===== src/rtl/inst_queue.sv =====
// Dual-issue instruction queue between fetch and decode: a circular buffer that
// accepts up to two instructions per cycle and presents the two oldest entries.
module inst_queue #(
  parameter int DEPTH = 8  // power of two, >= 4
) (
  input  logic                     clk,
  input  logic                     rst_n,
  input  logic                     in_valid_A,
  input  logic                     in_valid_B,
  input  logic [31:0]              in_instA,
  input  logic [31:0]              in_instB,
  input  logic [31:0]              in_pcA,
  input  logic [31:0]              in_pcB,
  output logic                     in_ready,
  output logic [31:0]              instA,
  output logic [31:0]              instB,
  output logic [31:0]              pcA,
  output logic [31:0]              pcB,
  output logic                     out_valid_A,
  output logic                     out_valid_B,
  input  logic                     out_ready,
  input  logic                     flush,
  output logic [$clog2(DEPTH):0]   count
);

  localparam int PTR_W = $clog2(DEPTH);
  localparam int CNT_W = PTR_W + 1;
  localparam logic [31:0] NOP_INST = 32'h0000_0013;
  localparam logic [CNT_W-1:0] READY_LIMIT = CNT_W'(DEPTH - 2);

  logic [31:0]      inst_mem [DEPTH];
  logic [31:0]      pc_mem   [DEPTH];
  logic [PTR_W-1:0] head;
  logic [PTR_W-1:0] tail;
  logic [PTR_W-1:0] head_plus1;
  logic [PTR_W-1:0] tail_plus1;
  logic [1:0]       push_cnt;
  logic [1:0]       pop_cnt;

  assign head_plus1 = head + 1'b1;
  assign tail_plus1 = tail + 1'b1;

  // Readiness looks only at the registered occupancy so fetch never depends on decode
  assign in_ready    = (count <= READY_LIMIT);
  assign out_valid_A = (count != '0);
  assign out_valid_B = (count >= CNT_W'(2));

  always_comb begin
    push_cnt = 2'd0;
    pop_cnt  = 2'd0;
    if (in_ready && in_valid_A) begin
      push_cnt = in_valid_B ? 2'd2 : 2'd1;
    end
    if (out_ready) begin
      pop_cnt = {1'b0, out_valid_A} + {1'b0, out_valid_B};
    end
  end

  always_ff @(posedge clk or posedge rst_n) begin
    if (rst_n) begin
      head  <= '0;
      tail  <= '0;
      count <= '0;
    end else if (flush) begin
      head  <= '0;
      tail  <= '0;
      count <= '0;
    end else begin
      head  <= head + PTR_W'(pop_cnt);
      tail  <= tail + PTR_W'(push_cnt);
      count <= count + CNT_W'(push_cnt) - CNT_W'(pop_cnt);
    end
  end

  // Entry storage carries no reset; validity is tracked solely by count
  always_ff @(posedge clk) begin
    if (!flush && push_cnt != 2'd0) begin
      inst_mem[tail] <= in_instA;
      pc_mem[tail]   <= in_pcA;
    end
    if (!flush && push_cnt == 2'd2) begin
      inst_mem[tail_plus1] <= in_instB;
      pc_mem[tail_plus1]   <= in_pcB;
    end
  end

  assign instA = out_valid_A ? inst_mem[head]       : NOP_INST;
  assign pcA   = out_valid_A ? pc_mem[head]         : 32'h0;
  assign instB = out_valid_B ? inst_mem[head_plus1] : NOP_INST;
  assign pcB   = out_valid_B ? pc_mem[head_plus1]   : 32'h0;

endmodule


===== config.mk =====
export PLATFORM = sky130hd
export DESIGN_NAME = inst_queue
export DESIGN_NICKNAME = d
export VERILOG_FILES = /design/src/rtl/inst_queue.sv
export SDC_FILE = /design/constraint.sdc
export NUM_CORES = 1
export LEC_CHECK = 0
export BUFFER_PORTS_ARGS = -buffer_cell sky130_fd_sc_hd__buf_2
export CAP_MARGIN = 25
export CORE_MARGIN = 8
export CORE_UTILIZATION = 60
export DETAILED_ROUTE_END_ITERATION = 10
export GPL_TIMING_DRIVEN = 1
export PLACE_DENSITY = 0.88
export SYNTH_ARGS = -nofsm -noshare
export SYNTH_HDL_FRONTEND = slang
export SYNTH_SLANG_ARGS = --single-unit

===== constraint.sdc =====
create_clock -name clk -period 6.6 [get_ports clk]
set_clock_uncertainty 0.2 [all_clocks]
set_input_delay 0.99 -clock clk [delete_from_list [all_inputs] [get_ports clk]]
set_output_delay 0.99 -clock clk [all_outputs]
set_load 0.1 [all_outputs]

Word level (Yosys, flattened, before mapping)
Memory sizes are Yosys's and may differ from the RTL's.
Cells that the tools add are included.
Cells by class
  multiplexer cells: 14
  equality and inequality tests: 1
  $add $sub $neg: 7
  magnitude comparators: 2
  reductions and logical operators: 6
Operator list (number)
  32-bit two-way mux: 4
  3-bit by 1-bit adder with 3-bit output (second input constant): 2
  3-bit by 2-bit adder with 3-bit output: 2
  2-bit two-way mux: 3
  3-bit two-way mux: 2
  4-bit by 2-bit adder with 4-bit output: 1
  4-bit by 2-bit >= comparator with 1-bit output (second input constant): 1
  4-bit by 3-bit less-or-equal comparator with 1-bit output (second input constant): 1
  1-bit two-way mux: 4
  4-bit two-way mux: 1
  4-bit nonzero test: 1
  4-bit by 2-bit subtractor with 4-bit output: 1
  1-bit logical AND: 3
  1-bit by 1-bit adder with 2-bit output: 1
  2-bit equality test (second input constant): 1
  2-bit nonzero test: 1
  1-bit logical NOT: 1
Word-level totals
  output and inout bits: 135
  memories: 2
  word-level logic and storage cells: 35
  memory bits (writable): 512
  bits in registers: 10
  bits of input ports: 134
Memories
  inst_mem: depth 8, width 32, rd ports 2, clocked after Yosys merged registers in 0, write ports 2, RTL line 31  | logic [31:0] inst_mem [DEPTH];
  pc_mem: depth 8, width 32, rd ports 2, clocked after Yosys merged registers in 0, write ports 2, RTL line 32  | logic [31:0] pc_mem [DEPTH];

Depth between registers and ports, before layout
Gate-level depths: netlist (run 1).
  depth after elaboration: 7
  mapped depth: 15
  mapped depth without buffers: 15

Worst setup path before layout (run 1)
OpenSTA, ideal clock, no wires.
  path type: reg-to-output
  from: reg count[2]
  to: out instA[10]
  stages on the path, launching flop included: 7
  path buffers: 1
  arrival: 4662 ps
  required time: 5410 ps
  path slack: 748 ps
  cell sequence: dfrtp_1 inv_1 ha_1 nand2_1 nor2_1 clkbuf_1 nor3_1
On the way
  longest elaborated chain between the ends: 2
RTL lines
  start: declaration: RTL line 23  | output logic [$clog2(DEPTH):0] count
  start signal: assignment: RTL line 71  | count <= count + CNT_W'(push_cnt) - CNT_W'(pop_cnt);
  4-bit nonzero test: RTL line 45  | assign out_valid_A = (count != '0);
  32-bit two-way mux: RTL line 87  | assign instA = out_valid_A ? inst_mem[head] : NOP_INST;
  end: declaration: RTL line 15  | output logic [31:0] instA,
No other way between the ends.

Worst setup path after layout (run 1)
  from: reg head[0]
  to: out instA[8]
On the way
  longest elaborated chain between the ends: 2
RTL lines
  start: declaration: RTL line 33  | logic [PTR_W-1:0] head;
  start signal: assignment: RTL line 69  | head <= head + PTR_W'(pop_cnt);
  memory 8 x 32 bit
  32-bit two-way mux: RTL line 87
No other way between the ends.

==> impl_metrics.py, run 1 <==
metrics = {
    "run_status": {
        "status": "complete, no violations",
    },
    "clock_network": {
        "cts-htree-levels": 2,
        "post_cts_resized": 0,
        "numCtsBuffers": 54,
        "cts_tree": "built",
        "hold_buffers": 0,
        "clk_latency_ps": 600,
        "postCtsSetupBuffers": 0,
        "clk_pin_slew_ps": 60,
        "root_buffer": "clkbuf_16",
        "cts.sinks": 522,
        "clockBufferDepth": 3,
    },
    "placed_design": {
        "placed_area_um2": 32500,
        "dp.cells": 2764,
        "gp_congestion": 0.863,
        "dp_hpwl_um": 50000,
        "port_buffers": 268,
    },
    "setup_path": {
        "crit_slowest_cell": "dfrtp_4",
        "worst_path_largest_cell_delay_ps": 860,
        "critPathRequiredTime_ps": 5410,
        "arrival_ps": 4170,
        "endpoint_kind": "output pin",
        "cp_max_fo": 138,
        "cp-start-kind": "flop",
        "crit_chain": "buf_12, buf_4, mux2i_1, a22o_1, nor3_1, buf_2",
        "criticalPathCategory": "flop to output pin",
    },
    "global_routing": {
        "grt_max_degree": 139,
        "grt_usage_pct": 29.8,
        "grt_antenna_before_repair": 24,
        "grt-ovfl-total": 0,
        "grt_pass1_wl_um": 130000,
        "grt_pass1_vias": 20858,
    },
    "synthesis": {
        "ys_seq_elements": 522,
        "yosysWarnings": 0,
        "syn_nets": 2093,
        "synth_cell_types": 41,
        "synth_edf_count": 512,
        "seq_area_frac_synth_pct": 51.3,
        "synth-main-ff-cell": "edfxtp_1",
        "synth_cells": 1944,
        "synth_top_area_share_pct": 50.5,
        "syn_area_um2": 30500,
        "netlist_top_cells_area": "edfxtp_1 (50%), mux2_2 (22%), mux4_2 (9.5%), mux2i_1 (4.3%), a22o_1 (3.6%)",
        "async_reset_ff_share_pct": 1.92,
        "yosys.area.top_type": "edfxtp_1",
        "synth.avg_cell_area_um2": 15.7,
    },
    "sta": {
        "final_max_slew_viol_count": 0,
        "post-route-period-util_pct": 81.2,
        "finalSetupViolations": 0,
        "max_freq_mhz": 187,
        "setup_tns_ps": 0,
        "finalCriticalPeriod_ps": 5360,
        "tightest_slew_ps": 1050,
        "maxSlewHeadroom_pct": 30.3,
        "rsz0062_at_grt": "no",
        "hold_viol_final": 0,
    },
    "floorplan": {
        "die_area_um2": 58200,
        "start_util_pct": 60.7,
        "die_h_um": 241,
        "coreArea_um2": 50200,
        "ios": 269,
        "std_cell_rows": 82,
        "chipWidth_um": 241,
    },
    "detailed_routing": {
        "first_pass_iters": 5,
        "wl_per_cell_um": 30.7,
        "finalWirelength_um": 88600,
        "detail_route.iter0.violations": 2512,
        "postRouteAntennaNets": 0,
        "vias_per_cell": 6.98,
        "drc": 0,
        "via_count": 20140,
    },
    "job": {
        "max_cap_violations": 0,
    },
    "final_layout": {
        "layoutNonFillerInstCount": 2885,
        "syn_to_final_growth_pct": 12.4,
        "fin_nets": 2300,
        "final_area_um2": 34200,
        "drive_above_1_share_pct": 52.2,
    },
    "min_path": {
        "worstHoldPathType": "primary input to asynchronous set/reset pin",
    },
}
## worst paths after layout
check,to,slack [ps],startpoint,cells past startpoint
max in group asynchronous,head[0],5650,rst_n,2
max,instA[8],1240,head[0],6
min in group clk,count[3],520,flush,2
max reg2reg,pc_mem[4][6],2530,tail[0],6
min reg2reg,count[0],570,count[0],2
min,count[0],200,rst_n,2
## worst max-delay path, delay by kind of cell, from the launching register on
family          cells  cell delay [ps]
simple gates        1              330
buf+inv             3             1760
compound gates      1              250
flops               1              860
mux                 1              160
## cell usage after synthesis, types with 18 or more instances
master    number
edfxtp_1     512
clkbuf_1      62
o22ai_1       61
buf_2         71
mux2i_1      131
mux2_2       606
nor3_1        62
nor2_1        18
mux2_1        31
a22o_1       125
buf_6         18
mux4_2       128
## metal layers
layer	up-vias	global-route usage [%]	share of wire, %
met3	248	5.56	11
li1	8420	-	-
met5	-	0	0.13
met1	10238	38.8	37
met2	1218	49.5	49
met4	16	11.5	3.3
## cell usage in the layout, fill, tap and decap left out, types with 4 or more instances in the layout
| cell type | n |
|---|---|
| o21ai_0 | 6 |
| clkbuf_1 | 13 |
| inv_1 | 14 |
| diode_2 | 22 |
| o22a_1 | 4 |
| nor2b_1 | 5 |
| xnor2_1 | 4 |
| fa_1 | 4 |
| o22ai_1 | 61 |
| nor3_1 | 62 |
| nand2_1 | 12 |
| ha_1 | 10 |
| nor2_4 | 7 |
| clkinv_2 | 9 |
| clkinv_1 | 12 |
| buf_4 | 25 |
| buf_12 | 15 |
| buf_2 | 268 |
| mux4_2 | 128 |
| a22o_1 | 125 |
| nor3_4 | 4 |
| nor2_1 | 11 |
| nand3_1 | 6 |
| mux2i_1 | 131 |
| dfrtp_1 | 9 |
| clkbuf_16 | 58 |
| mux2_2 | 606 |
| a21oi_4 | 4 |
| mux2_1 | 31 |
| edfxtp_1 | 512 |
## state kept, by name, summed over array words and instances, names as in the netlist
signal / flops
tail: 3
count: 4
head: 3
pc_mem: 256
inst_mem: 256
## cell families (layout without fill, tap and decap cells)
group | after synthesis | after routing | synth area share, %
AO/OA/AOI/OAI | 208 | 208 | 5.33
multiplexers | 896 | 896 | 37.3
AND/OR/NAND/NOR | 123 | 123 | 2.25
XOR/XNOR | 7 | 7 | 0.201
flip-flops | 522 | 522 | 51.3
adder cells (fa/ha/maj) | 15 | 15 | 0.715
buffers and inverters | 173 | 420 | 2.88
other | 0 | 22 | 0
## area by class of cell
cell class                      instances  area, um2
Antenna cell                           22       55.1
Clock buffer                           73       1530
Clock inverter                         23        128
Fill cell                            3396      15900
Inverter                               14       52.6
Multi-Input combinational cell       1249      14100
Sequential cell                       522      15600
Tap cell                              672        841
Timing Repair Buffer                  310       1870
## metrics by stage
| stage | setup slack [ps] | hold WS (ps) | utilization, % |
|---|---|---|---|
| floorplan | 748 | 412 | - |
| global placement | 1950 | 530 | 64.6 |
| detailed placement | 1870 | 561 | 64.7 |
| CTS | 1260 | 188 | 68.0 |
| global route | 1100 | 223 | 68.2 |
| finish | 1240 | 203 | 68.2 |
Power of run 1 is left out: the tool's default activity adds up to more than one toggle a clock period on the data nets, which glitch-free logic cannot reach.
==> run 2, diff against run 1 <==
Settings changed: CORE_UTILIZATION 60 to 55, PLACE_DENSITY 0.88 to 0.85.
Clock period 6.6 ns to 4.6 ns, I/O delays scaled along.
==> run 2 against run 1 <==
  * Die area grew 8.5%
  * Core utilization shrank 4.9 points
  * Worst hold slack gained 4.6 ps
  * Cell area grew 1.6%
  * Global-route usage shrank 2.2 points
  * Wire length grew 1.6%
  * Sequential share of layout area shrank 0.72 points
  * First-iteration DRC count shrank 19%
  * Final cell count grew 1.5%
  * Worst setup slack lost 1100 ps
==> impl_metrics.py, run 2 (same netlist as run 1, synthesis figures left out) <==
metrics = {
    "clock_network": {
        "cts-htree-levels": 2,
        "post_cts_resized": 0,
        "postCtsSetupBuffers": 0,
        "numCtsBuffers": 56,
        "clockBufferDepth": 3,
        "clk_pin_slew_ps": 60,
        "cts.sinks": 522,
        "root_buffer": "clkbuf_16",
        "cts_tree": "built",
        "clk_latency_ps": 620,
        "hold_buffers": 1,
    },
    "setup_path": {
        "crit_slowest_cell": "mux4_2",
        "arrival_ps": 3550,
        "cp-start-kind": "flop",
        "crit_start": "head[0]",
        "reg2reg_depth": 16,
        "cp_max_fo": 115,
        "worst_path_largest_cell_delay_ps": 570,
        "critPathRequiredTime_ps": 3710,
        "r2r_slack_ps": 850,
        "endpoint_kind": "output pin",
        "criticalPathCategory": "flop to output pin",
        "critPathTopFamily": "buffers and inverters",
        "timing.rr.start": "count[3]",
        "crit_chain": "buf_12, buf_4, mux4_2, a22o_1, buf_2",
        "path_buf_inv": 3,
        "path_depth": 5,
    },
    "sta": {
        "rsz0062_at_grt": "no",
        "max_freq_mhz": 225,
        "post-route-period-util_pct": 96.5,
        "worst_slack_ps": 162,
        "hold_viol_final": 0,
        "final_max_slew_viol_count": 0,
        "maxSlewHeadroom_pct": 38.3,
        "finalCriticalPeriod_ps": 4440,
        "whs_ps": 207,
        "finalSetupViolations": 0,
        "tightest_slew_ps": 925,
    },
    "placed_design": {
        "gp_congestion": 0.822,
        "port_buffers": 268,
        "pre_cts_slack_ps": 855,
        "dp_hpwl_um": 52300,
        "placed_area_um2": 32900,
    },
    "detailed_routing": {
        "vias_per_cell": 6.87,
        "first_pass_iters": 5,
        "postRouteAntennaNets": 0,
        "drc": 0,
        "finalWirelength_um": 90100,
        "via_count": 20129,
        "wl_per_cell_um": 30.7,
        "detail_route.iter0.violations": 2024,
    },
    "final_layout": {
        "multiInputGateArea_um2": 14300,
        "fin_nets": 2317,
        "top_regs": "inst_mem x256, pc_mem x256, count x4",
        "drive_above_1_share_pct": 53.7,
        "syn_to_final_growth_pct": 14.2,
        "layout_common_cells": "mux2_2 (606), edfxtp_1 (512), buf_2 (268), mux2i_1 (131), mux4_2 (128)",
        "regArea_um2": 15600,
        "final_area_um2": 34800,
        "num-fill-cells": 3996,
        "layout_commonest_cell": "mux2_2",
    },
    "global_routing": {
        "grt_pass1_vias": 20861,
        "grt_max_degree": 127,
        "grt_antenna_before_repair": 21,
        "grt_usage_pct": 27.6,
        "grt-ovfl-total": 0,
        "grt_pass1_wl_um": 132000,
    },
    "floorplan": {
        "chipWidth_um": 251,
        "ios": 269,
        "std_cell_rows": 86,
        "coreArea_um2": 54900,
        "die_area_um2": 63200,
        "die_h_um": 251,
        "start_util_pct": 55.5,
    },
    "job": {
        "max_cap_violations": 0,
    },
    "run_status": {
        "status": "complete, no violations",
    },
    "min_path": {
        "hp-start": "flush",
        "worstHoldPathType": "primary input to flop",
        "holdPathStages": 2,
    },
}
==> run 2: cell count changes in the layout (fill, tap and decap cells not counted), sizes merged <==
cell         previous run  this run
clkinv                 21        19
inv                    14        15
dlygate4sd3             0         1
diode                  22        14
buf                   310       324
bufinv                  1         7
==> run 2: cell type report <==
type,count,share of cell area [%]
multi-input cells,1249,41.2
flip-flops and latches,522,44.9
diodes,14,0.101
inverters,14,0.162
well taps,704,2.53
clock inverters,28,0.892
clock buffers,73,4.27
repair buffers,325,5.89
==> run 2: final timing paths <==
check                                 end
worst max-delay path            instB[23]
worst min-delay path              head[1]
worst max register to register   count[3]
worst min register to register    head[2]
max in group asynchronous         head[0]
min in group asynchronous        count[0]
==> run 2: worst register-to-register path: stages, from the launching register on <==
cell	delay, ps
dfrtp_1	400
inv_1	90
ha_1	280
nand2_2	150
nor2_4	110
buf_4	360
clkinvlp_4	290
ha_1	240
nand2_1	90
inv_1	50
fa_1	490
inv_1	70
ha_1	270
a21o_1	150
a21oi_1	190
xnor2_1	150
nor2_1	60
==> run 2: routing by layer <==
layer	global-route usage, %	vias up	part of all wire [%]
met2	45.5	1110	49
met4	9.83	14	3.3
met5	0	-	0.11
met3	6.23	224	9.7
met1	35.9	10335	38
li1	-	8446	-
==> run 2: stage by stage <==
stage / std cells / utilization, % / setup TNS (ps)
3_3_place_gp: 2813 / 60.0 / 0
6_report: 2929 / 63.4 / 0
2_1_floorplan: 1944 / - / -419540
5_1_grt: 2923 / 63.3 / 0
3_5_place_dp: 2813 / 60.0 / 0
4_1_cts: 2915 / 63.3 / 0
Power of run 2 is left out for the same reason.
